--- config.mk ---
export PLATFORM = sky130hd
export DESIGN_NAME = vga_board_renderer
export DESIGN_NICKNAME = d
export VERILOG_FILES = /design/src/rtl/vga_board_renderer_pkg.sv /design/src/rtl/vga_board_renderer_tile_color_lut.sv /design/src/rtl/vga_board_renderer.sv
export SDC_FILE = /design/constraint.sdc
export NUM_CORES = 1
export LEC_CHECK = 0
export ABC_AREA = 1
export BUFFER_PORTS_ARGS = -buffer_cell sky130_fd_sc_hd__buf_2
export CORE_MARGIN = 10
export CORE_UTILIZATION = 50
export CTS_CLUSTER_DIAMETER = 30
export DETAILED_ROUTE_END_ITERATION = 10
export PLACE_DENSITY_LB_ADDON = 0.05
export SLEW_MARGIN = 40
export SYNTH_ARGS = -nofsm -noshare
export SYNTH_HDL_FRONTEND = slang
export SYNTH_SLANG_ARGS = --single-unit
--- constraint.sdc ---
create_clock -name Clk -period 2.6 [get_ports Clk]
set_clock_uncertainty 0.2 [all_clocks]
set_input_delay 0.26 -clock Clk [delete_from_list [all_inputs] [get_ports Clk]]
set_output_delay 0.26 -clock Clk [all_outputs]
set_load 0.02 [all_outputs]
--- src/rtl/vga_board_renderer_pkg.sv ---
// ============================================================================
// vga_board_renderer_pkg : board geometry, colour constants, pixel classifier
// Revision 1.0
// ============================================================================
`default_nettype none

package vga_board_renderer_pkg;

  localparam int H_ACT0    = 144;
  localparam int V_ACT0    = 35;
  localparam int TILE      = 100;
  localparam int GAP       = 8;

  localparam logic signed [10:0] BOARD_X0  = 11'(H_ACT0 + 100);
  localparam logic signed [10:0] BOARD_Y0  = 11'(V_ACT0 + 20);
  localparam logic signed [10:0] BOARD_LEN = 11'(4 * TILE + 5 * GAP);
  localparam logic signed [10:0] TILE_LEN  = 11'(TILE);
  localparam logic [9:0]         SNAP_LINE = 10'd520;
  localparam logic [5:0]         FLASH_FRM = 6'd32;

  localparam logic [11:0] BG      = 12'h123;
  localparam logic [11:0] WIN_BG  = 12'h0A0;
  localparam logic [11:0] LOSE_BG = 12'hA00;
  localparam logic [11:0] GRID_C  = 12'h876;
  localparam logic [11:0] EMPTY_C = 12'hCBA;
  localparam logic [11:0] FLASH_C = 12'hFFF;
  localparam logic [11:0] TILE_C1  = 12'hEED;
  localparam logic [11:0] TILE_C2  = 12'hEEC;
  localparam logic [11:0] TILE_C3  = 12'hFB7;
  localparam logic [11:0] TILE_C4  = 12'hF96;
  localparam logic [11:0] TILE_C5  = 12'hF75;
  localparam logic [11:0] TILE_C6  = 12'hF53;
  localparam logic [11:0] TILE_C7  = 12'hEC7;
  localparam logic [11:0] TILE_C8  = 12'hEC6;
  localparam logic [11:0] TILE_C9  = 12'hEC5;
  localparam logic [11:0] TILE_C10 = 12'hEC3;
  localparam logic [11:0] TILE_C11 = 12'hEC2;

  typedef enum logic [1:0] {
    PIX_OUTSIDE = 2'd0,
    PIX_GRID    = 2'd1,
    PIX_TILE    = 2'd2
  } pix_class_e;

  typedef struct packed {
    logic       outside;
    logic       on_tile;
    logic [1:0] idx;
  } axis_pos_t;

  // Position along one axis of the board; tile k spans [GAP+k*(TILE+GAP), +TILE).
  function automatic axis_pos_t locate_axis(input logic signed [10:0] r);
    axis_pos_t         p;
    logic signed [10:0] start;
    p.outside = (r < 11'sd0) || (r >= BOARD_LEN);
    p.on_tile = 1'b0;
    p.idx     = 2'd0;
    for (int k = 0; k < 4; k++) begin
      start = 11'(GAP + k * (TILE + GAP));
      if (!p.outside && (r >= start) && (r < start + TILE_LEN)) begin
        p.on_tile = 1'b1;
        p.idx     = 2'(k);
      end
    end
    return p;
  endfunction

endpackage

`default_nettype wire

--- src/rtl/vga_board_renderer_tile_color_lut.sv ---
// ============================================================================
// tile_color_lut : 4-bit tile exponent to 12-bit colour, saturating above 11
// Revision 1.0
// ============================================================================
`default_nettype none

module tile_color_lut
  import vga_board_renderer_pkg::*;
(
  input  logic [3:0]  tile_exp,
  output logic [11:0] color
);

  always_comb begin
    color = TILE_C11;
    case (tile_exp)
      4'd0:    color = EMPTY_C;
      4'd1:    color = TILE_C1;
      4'd2:    color = TILE_C2;
      4'd3:    color = TILE_C3;
      4'd4:    color = TILE_C4;
      4'd5:    color = TILE_C5;
      4'd6:    color = TILE_C6;
      4'd7:    color = TILE_C7;
      4'd8:    color = TILE_C8;
      4'd9:    color = TILE_C9;
      4'd10:   color = TILE_C10;
      default: color = TILE_C11;
    endcase
  end

endmodule

`default_nettype wire

--- src/rtl/vga_board_renderer.sv ---
// ============================================================================
// vga_board_renderer : 4x4 board to 12-bit rgb, frame-synchronous snapshot
// Revision 1.0
// ============================================================================
`default_nettype none

module vga_board_renderer
  import vga_board_renderer_pkg::*;
(
  input  logic        Clk,
  input  logic        Reset,
  input  logic [9:0]  hCount,
  input  logic [9:0]  vCount,
  input  logic        bright,
  input  logic [63:0] board_flat,
  input  logic [3:0]  new_tile_idx,
  input  logic        new_tile_vld,
  input  logic        win,
  input  logic        lose,
  input  logic        board_valid,
  output logic        board_ack,
  output logic        frame_start,
  output logic [11:0] rgb
);

  logic        frame_cmp_q, frame_cmp_d;
  logic        snap_cmp_q, snap_cmp_d;
  logic        frame_start_q, frame_start_d;
  logic        board_ack_q, board_ack_d;
  logic [63:0] board_q, board_d;
  logic        win_q, win_d;
  logic        lose_q, lose_d;
  logic [3:0]  flash_idx_q, flash_idx_d;
  logic [5:0]  flash_cnt_q, flash_cnt_d;
  logic [2:0]  frame_cnt_q, frame_cnt_d;
  pix_class_e  cls_q, cls_d;
  logic [3:0]  tidx_q, tidx_d;
  logic        bright_s1_q, bright_s1_d;
  logic [11:0] rgb_q, rgb_d;

  logic               frame_evt, snap_evt, capture, flash_hit;
  logic signed [10:0] rx, ry;
  axis_pos_t          ax, ay;
  logic [3:0]         tile_exp;
  logic [11:0]        lut_rgb;

  tile_color_lut u_lut (
    .tile_exp (tile_exp),
    .color    (lut_rgb)
  );

  always_comb begin
    // Counts dwell for several clocks, so events are edges of the compares.
    frame_cmp_d = (hCount == 10'd0) && (vCount == 10'd0);
    snap_cmp_d  = (hCount == 10'd0) && (vCount == SNAP_LINE);
    frame_evt   = frame_cmp_d && !frame_cmp_q;
    snap_evt    = snap_cmp_d && !snap_cmp_q;
    capture     = snap_evt && board_valid;

    frame_start_d = frame_evt;
    board_ack_d   = capture;
    board_d       = capture ? board_flat : board_q;
    win_d         = capture ? win : win_q;
    lose_d        = capture ? lose : lose_q;
    flash_idx_d   = flash_idx_q;
    flash_cnt_d   = flash_cnt_q;
    if (capture && new_tile_vld) begin
      flash_idx_d = new_tile_idx;
      flash_cnt_d = FLASH_FRM;
    end else if (frame_evt && (flash_cnt_q != 6'd0)) begin
      flash_cnt_d = flash_cnt_q - 6'd1;
    end
    frame_cnt_d = frame_cnt_q + {2'b00, frame_evt};

    rx = $signed({1'b0, hCount}) - BOARD_X0;
    ry = $signed({1'b0, vCount}) - BOARD_Y0;
    ax = locate_axis(rx);
    ay = locate_axis(ry);
    if (ax.outside || ay.outside) begin
      cls_d = PIX_OUTSIDE;
    end else if (ax.on_tile && ay.on_tile) begin
      cls_d = PIX_TILE;
    end else begin
      cls_d = PIX_GRID;
    end
    tidx_d      = {ay.idx, ax.idx};
    bright_s1_d = bright;

    tile_exp  = board_q[{tidx_q, 2'b00} +: 4];
    flash_hit = (flash_cnt_q != 6'd0) && (tidx_q == flash_idx_q) && frame_cnt_q[2];
    rgb_d     = 12'h000;
    if (bright_s1_q) begin
      case (cls_q)
        PIX_OUTSIDE: rgb_d = win_q ? WIN_BG : (lose_q ? LOSE_BG : BG);
        PIX_GRID:    rgb_d = GRID_C;
        PIX_TILE:    rgb_d = flash_hit ? FLASH_C : lut_rgb;
        default:     rgb_d = 12'h000;
      endcase
    end
  end

  always_ff @(posedge Clk) begin
    if (Reset) begin
      frame_cmp_q   <= 1'b0;
      snap_cmp_q    <= 1'b0;
      frame_start_q <= 1'b0;
      board_ack_q   <= 1'b0;
      board_q       <= 64'd0;
      win_q         <= 1'b0;
      lose_q        <= 1'b0;
      flash_idx_q   <= 4'd0;
      flash_cnt_q   <= 6'd0;
      frame_cnt_q   <= 3'd0;
      cls_q         <= PIX_OUTSIDE;
      tidx_q        <= 4'd0;
      bright_s1_q   <= 1'b0;
      rgb_q         <= 12'h000;
    end else begin
      frame_cmp_q   <= frame_cmp_d;
      snap_cmp_q    <= snap_cmp_d;
      frame_start_q <= frame_start_d;
      board_ack_q   <= board_ack_d;
      board_q       <= board_d;
      win_q         <= win_d;
      lose_q        <= lose_d;
      flash_idx_q   <= flash_idx_d;
      flash_cnt_q   <= flash_cnt_d;
      frame_cnt_q   <= frame_cnt_d;
      cls_q         <= cls_d;
      tidx_q        <= tidx_d;
      bright_s1_q   <= bright_s1_d;
      rgb_q         <= rgb_d;
    end
  end

  assign board_ack   = board_ack_q;
  assign frame_start = frame_start_q;
  assign rgb         = rgb_q;

endmodule

`default_nettype wire

==> results of run 1 <==
## stage by stage
stage                     std cells   util
after floorplan                 856      -
after global placement         1083  0.573
after detailed placement       1083  0.573
after CTS                      1159  0.657
after global routing           1159  0.657
final                          1159  0.657
## layer usage
layer  GRT usage  part of all wire  vias to the layer above
li1            -                 -                     3070
met1       0.229              0.44                     2665
met2       0.350              0.48                      173
met3      0.0342             0.054                       26
met4      0.0864             0.024                        0
met5           0                 0                        -
## registers in the layout, indices dropped and copies added, names as in the netlist
| name | flops |
|---|---|
| board_q | 64 |
| frame_start | 1 |
| frame_cnt_q | 3 |
| tidx_q | 4 |
| lose_q | 1 |
| flash_cnt_q | 6 |
| frame_cmp_q | 1 |
| bright_s1_q | 1 |
| snap_cmp_q | 1 |
| flash_idx_q | 4 |
| win_q | 1 |
| board_ack | 1 |
| cls_q | 2 |
| rgb | 12 |
## worst max-delay path by stage
stage	cells after the start	slack [ns]	endpoint	startpoint
floorplan	14	0.31	rgb[6]	tidx_q[0]
global placement	13	0.25	board_q[57]	hCount[2]
detailed placement	13	0.18	board_q[57]	hCount[2]
CTS	12	0.19	rgb[4]	tidx_q[0]
global route	14	0.04	rgb[1]	tidx_q[1]
finish	12	0.23	rgb[4]	tidx_q[0]
## final cells by class
cell class | instances | area share
multi-input cells | 626 | 0.422
flip-flops and latches | 102 | 0.283
repair buffers | 181 | 0.177
inverters | 94 | 0.0489
clock buffers | 10 | 0.0331
well taps | 140 | 0.0243
clock inverters | 6 | 0.0118
## power groups by stage
stage	registers [mW]	logic, mW	clock network (mW)
finish	1.58	0.622	1.46
global route	1.58	0.699	1.53
CTS	1.58	0.613	1.47
detailed placement	1.61	0.542	0
global placement	1.61	0.531	0
floorplan	1.62	0.353	0
## critical path, stage by stage (launching register included)
cell and delay (ns):
dfxtp_1 0.33, inv_1 0.34, nor2_1 0.08, o211ai_1 0.24, nand3_1 0.12, nand2_1 0.10, inv_1 0.06, ha_1 0.30
nand3_1 0.16, nand3_1 0.10, nand2_1 0.07, nand2_1 0.05, a21oi_1 0.14
## logic make-up after synthesis
logic type      after synthesis
simple gates                457
compound gates              144
buf+inv                     128
flops                       102
fa+ha+maj                    20
xor+xnor                      5
## repair_timing
item / 4_1_cts / 5_1_grt
buffers inserted: 0 / 0
hold endpoints to repair: 60 / 0
endpoints found under the setup margin: 0 / 2
resized for setup: 0 / 1
hold buffers: 60 / 0
## cells in the final DEF (no fill, tap or decap), types with 2 or more instances in the layout
master,count
buf_4,10
nor2_4,2
nand4_1,6
o21ai_0,79
bufinv_16,2
nor2_1,190
nand3b_1,3
xor2_1,2
nand3_1,69
inv_1,89
nor4_1,2
o211ai_1,12
clkinvlp_4,2
nor3b_1,2
clkbuf_16,9
nor3_1,9
dfxtp_1,102
nor2_2,7
ha_1,20
buf_12,3
a21oi_1,23
inv_2,5
or2_2,2
nand2_2,6
buf_2,108
xnor2_1,3
dlygate4sd3_1,60
nand2_1,153
clkinv_2,2
o21ai_1,5
a211oi_1,22
==> metrics.csv, run 1 <==
metric;value;unit
Async SR Flop Fraction;0;
CP Max Fanout;14;
DR pass1 iterations;5;
number of global-route vias before repair;5905;
worst setup margin;0.233;ns
# diodes;0;
R2R depth;12;
Post-Synth Simple-Gate Area;0.340;
post-synthesis adder-cell area fraction;0.0439;
clk buf depth;2;
clk_lat worst skew;0.35;ns
IO buf count;108;
critical path type;reg -> reg;
Ys Warns;0;
multiplexer share of the synthesized area;0;
multi-input logic area;3050;um^2
outcome;completed;
area grow syn2layout;26.7;%
R2R Path End;rgb[4];
post-synthesis sequential area ratio;0.358;
grt total ovfl;0;
Sw Ratio;0.262;
layout cell share with drive strength beyond 1;0.160;
Post-synth EDFFs;0;
Crit path required time;2.67;ns
fin. max-slew vios;0;
Placed Instance Area;6290;um^2
unrepaired setup endpoints after global routing;no;
setup TNS;0;ns
Fill cells;976;
main combinational cell family by area after synthesis;simple AND/OR/NAND/NOR gates;
final instance area;7220;um^2
final net count;1129;
Arrival @ worst endpoint;2.43;ns
Vias;5934;
Reg clk slew, reported paths;0.07;ns
Rows;38;
switching pwr;0.959;mW
Hold Fails Final Rpt;0;
HPWL after detailed placement;11.6;mm
Synth area leaders;dfxtp_1 (36%), nor2_1 (13%), nand2_1 (10%);
ANT nets after route;0;
Synth top cells by count;nor2_1 (190), nand2_1 (154), dfxtp_1 (102);
Mapped Cells;856;
die height;127;um
WL per Instance;14.0;um
leakage power;3.45;nW
Power Total;3.66;mW
VDD IR-drop max;365;uV
Vias/cell;5.12;
largest net degree at the start of global routing;51;
initial antenna violation count;0;
Hold WS;0.0151;ns
syn_nets;971;
syn_area_per_cell;6.66;um^2
post-synth top area share;0.358;
Place WS;0.184;ns
Register Area;2040;um^2
Hold Path Depth;3;
crit path launch type;flip-flop;
Clock power frac;0.398;
gpl congestion;0.896;
Int Power;2.70;mW
Hold Path Class;in -> reg;
Residual DRC;0;
ys flop type;dfxtp_1;
Synth area leader;dfxtp_1;
core region area;11000;um^2
CTS root buf;clkbuf_16;
first-pass GRT wire length;27.0;mm
final cycle utilization of the critical path;0.910;
CTS Buf Count;9;
die area;16100;um^2
Total Routing Usage GR;0.198;
post-synth cell types;37;
min-delay src;board_flat[51];
H-tree depth;3;
min Tclk post-route;2.37;ns
Die X;127;um
count leader, synth;nor2_1;
drt first-iter violations;518;
Max-Cap Viols;0;
post-synthesis register bit count;102;
starting density of the core;0.519;
XOR/XNOR share of the synthesized area;0.00768;
pwr dens;506;nW/um^2
CTS tree;yes;
Reg2Reg Setup Slack;0.23;ns
Max Clk Rate;0.422;GHz
Crit. End Element;flip-flop;
sequential power share;0.432;
Setup violations, final;0;
Reg-to-Reg Start;tidx_q[0];
Comb pwr share;0.170;
I/O pins;109;
Routed WL;16.2;mm
Worst-Margin Slew;0.585;ns
Hold EP;board_q[51];
Synth Area in Compound Gates;0.142;
Worst slew margin;0.606;
Mapped Area;5700;um^2
Clock Sinks;102;
(Power assumes the default switching activity.)
==> inputs of run 2 (changes only) <==
==> constraint.sdc (replaced) <==
create_clock -name Clk -period 2.7 [get_ports Clk]
set_clock_uncertainty 0.2 [all_clocks]
set_input_delay 0.27 -clock Clk [delete_from_list [all_inputs] [get_ports Clk]]
set_output_delay 0.27 -clock Clk [all_outputs]
set_load 0.02 [all_outputs]
==> metrics.csv, run 2 (synthesis gave the netlist of run 1 again) <==
metric;value;unit
unrepaired setup endpoints after global routing;no;
Die X;127;um
Residual DRC;0;
Worst-Margin Slew;0.561;ns
critical path type;reg -> reg;
leakage power;3.40;nW
Hold WS;0.00287;ns
layout cell share with drive strength beyond 1;0.158;
Routed WL;16.3;mm
register with the highest flop count;board_q;
number of global-route vias before repair;5859;
IO buf count;108;
HPWL after detailed placement;11.8;mm
clk buf depth;2;
Hold Path Class;in -> reg;
CP Max Fanout;51;
Place WS;0.287;ns
CTS root buf;clkbuf_16;
Power Total;3.50;mW
Reg-to-Reg Start;tidx_q[0];
Arrival @ worst endpoint;2.44;ns
DR pass1 iterations;6;
Reg2Reg Setup Slack;0.34;ns
drt first-iter violations;348;
max reg flops;64;
core region area;11000;um^2
setup TNS;0;ns
Max-Cap Viols;0;
Crit. End Element;flip-flop;
die height;127;um
Crit path required time;2.77;ns
Max Clk Rate;0.423;GHz
ANT nets after route;0;
Hold Fails Final Rpt;0;
first-pass GRT wire length;27.2;mm
initial antenna violation count;2;
worst setup margin;0.337;ns
commonest non-fill, non-tap cell in the layout;nor2_1;
I/O pins;109;
area grow syn2layout;25.3;%
crit path launch type;flip-flop;
Vias/cell;5.12;
pwr dens;491;nW/um^2
fin. max-slew vios;0;
Reg clk slew, reported paths;0.07;ns
CTS Buf Count;9;
die area;16100;um^2
VDD IR-drop max;407;uV
final cycle utilization of the critical path;0.875;
Worst slew margin;0.623;
outcome;completed;
starting density of the core;0.519;
grt total ovfl;0;
Placed Instance Area;6260;um^2
H-tree depth;3;
Total Routing Usage GR;0.200;
Vias;5900;
commonest cells after routing, fill and taps aside;nor2_1 (190), nand2_1 (153), buf_2 (108);
WL per Instance;14.2;um
gpl congestion;0.896;
placed insts;1079;
R2R depth;14;
Post CTS Setup Buffer Count;0;
Critical path destination;rgb[4];
Setup violations, final;0;
Clock Sinks;102;
CTS tree;yes;
final instance area;7140;um^2
min Tclk post-route;2.36;ns
crit path from;tidx_q[0];
largest net degree at the start of global routing;88;
Core Util, Final;0.650;
final net count;1120;
Rows;38;
clk_lat worst skew;0.35;ns
R2R Path End;rgb[4];
non-filler cells, final;1152;
==> run 2: critical path, cell delays in order, from the launching register on <==
cell and delay [ns]:
dfxtp_1 0.38, buf_12 0.23, nand2_1 0.07, o21ai_0 0.08
nand2_1 0.08, nand3_1 0.08, nand3_1 0.07, nand2_1 0.17
inv_1 0.11, ha_1 0.31, nand3_1 0.15, nand3_1 0.10
nand2_1 0.06, nand2_1 0.05, a21oi_1 0.13
==> run 2: worst min path at each step <==
| stage | slack, ns | depth (start not counted) | start | endpoint |
|---|---|---|---|---|
| after floorplan | 0.18 | 2 | bright | bright_s1_q |
| after global placement | 0.24 | 1 | frame_cmp_q | frame_start |
| after detailed placement | 0.24 | 1 | frame_cmp_q | frame_start |
| after CTS | 0.001 | 3 | board_flat[15] | board_q[15] |
| after global routing | 0.01 | 3 | board_flat[23] | board_q[23] |
| final | 0.003 | 3 | board_flat[15] | board_q[15] |
==> run 2: metal layers <==
layer	part of all wire	routed length (um)	up-vias	track usage
met5	0	0	-	0
met4	0.022	363	0	0.0730
met3	0.050	815	29	0.0408
met2	0.49	8030	165	0.355
met1	0.44	7130	2648	0.233
li1	-	-	3058	-
==> run 2: power breakdown <==
group          leakage, nW  switching (mW)  internal [mW]  total (mW)
Clock                0.152           0.587          0.816        1.40
Sequential           0.823         0.00858           1.51        1.52
Combinational         2.43           0.338          0.242       0.580
Total                 3.40           0.934           2.57        3.50
==> run 2: area by class of cell <==
cell class	count	area, um^2
fillers	993	3840
clock buffers	9	225
repair buffers	172	1200
diodes	2	5.00
clock inverters	7	97.6
multi-input cells	626	3050
inverters	94	353
well taps	140	175
flip-flops and latches	102	2040
==> run 2: repair_timing <==
action / 4_1_cts / 5_1_grt
hold buffers: 55 / 0
gates resized for setup: 0 / 2
endpoints found under the setup margin: 0 / 2
endpoints found under the hold margin: 55 / 0
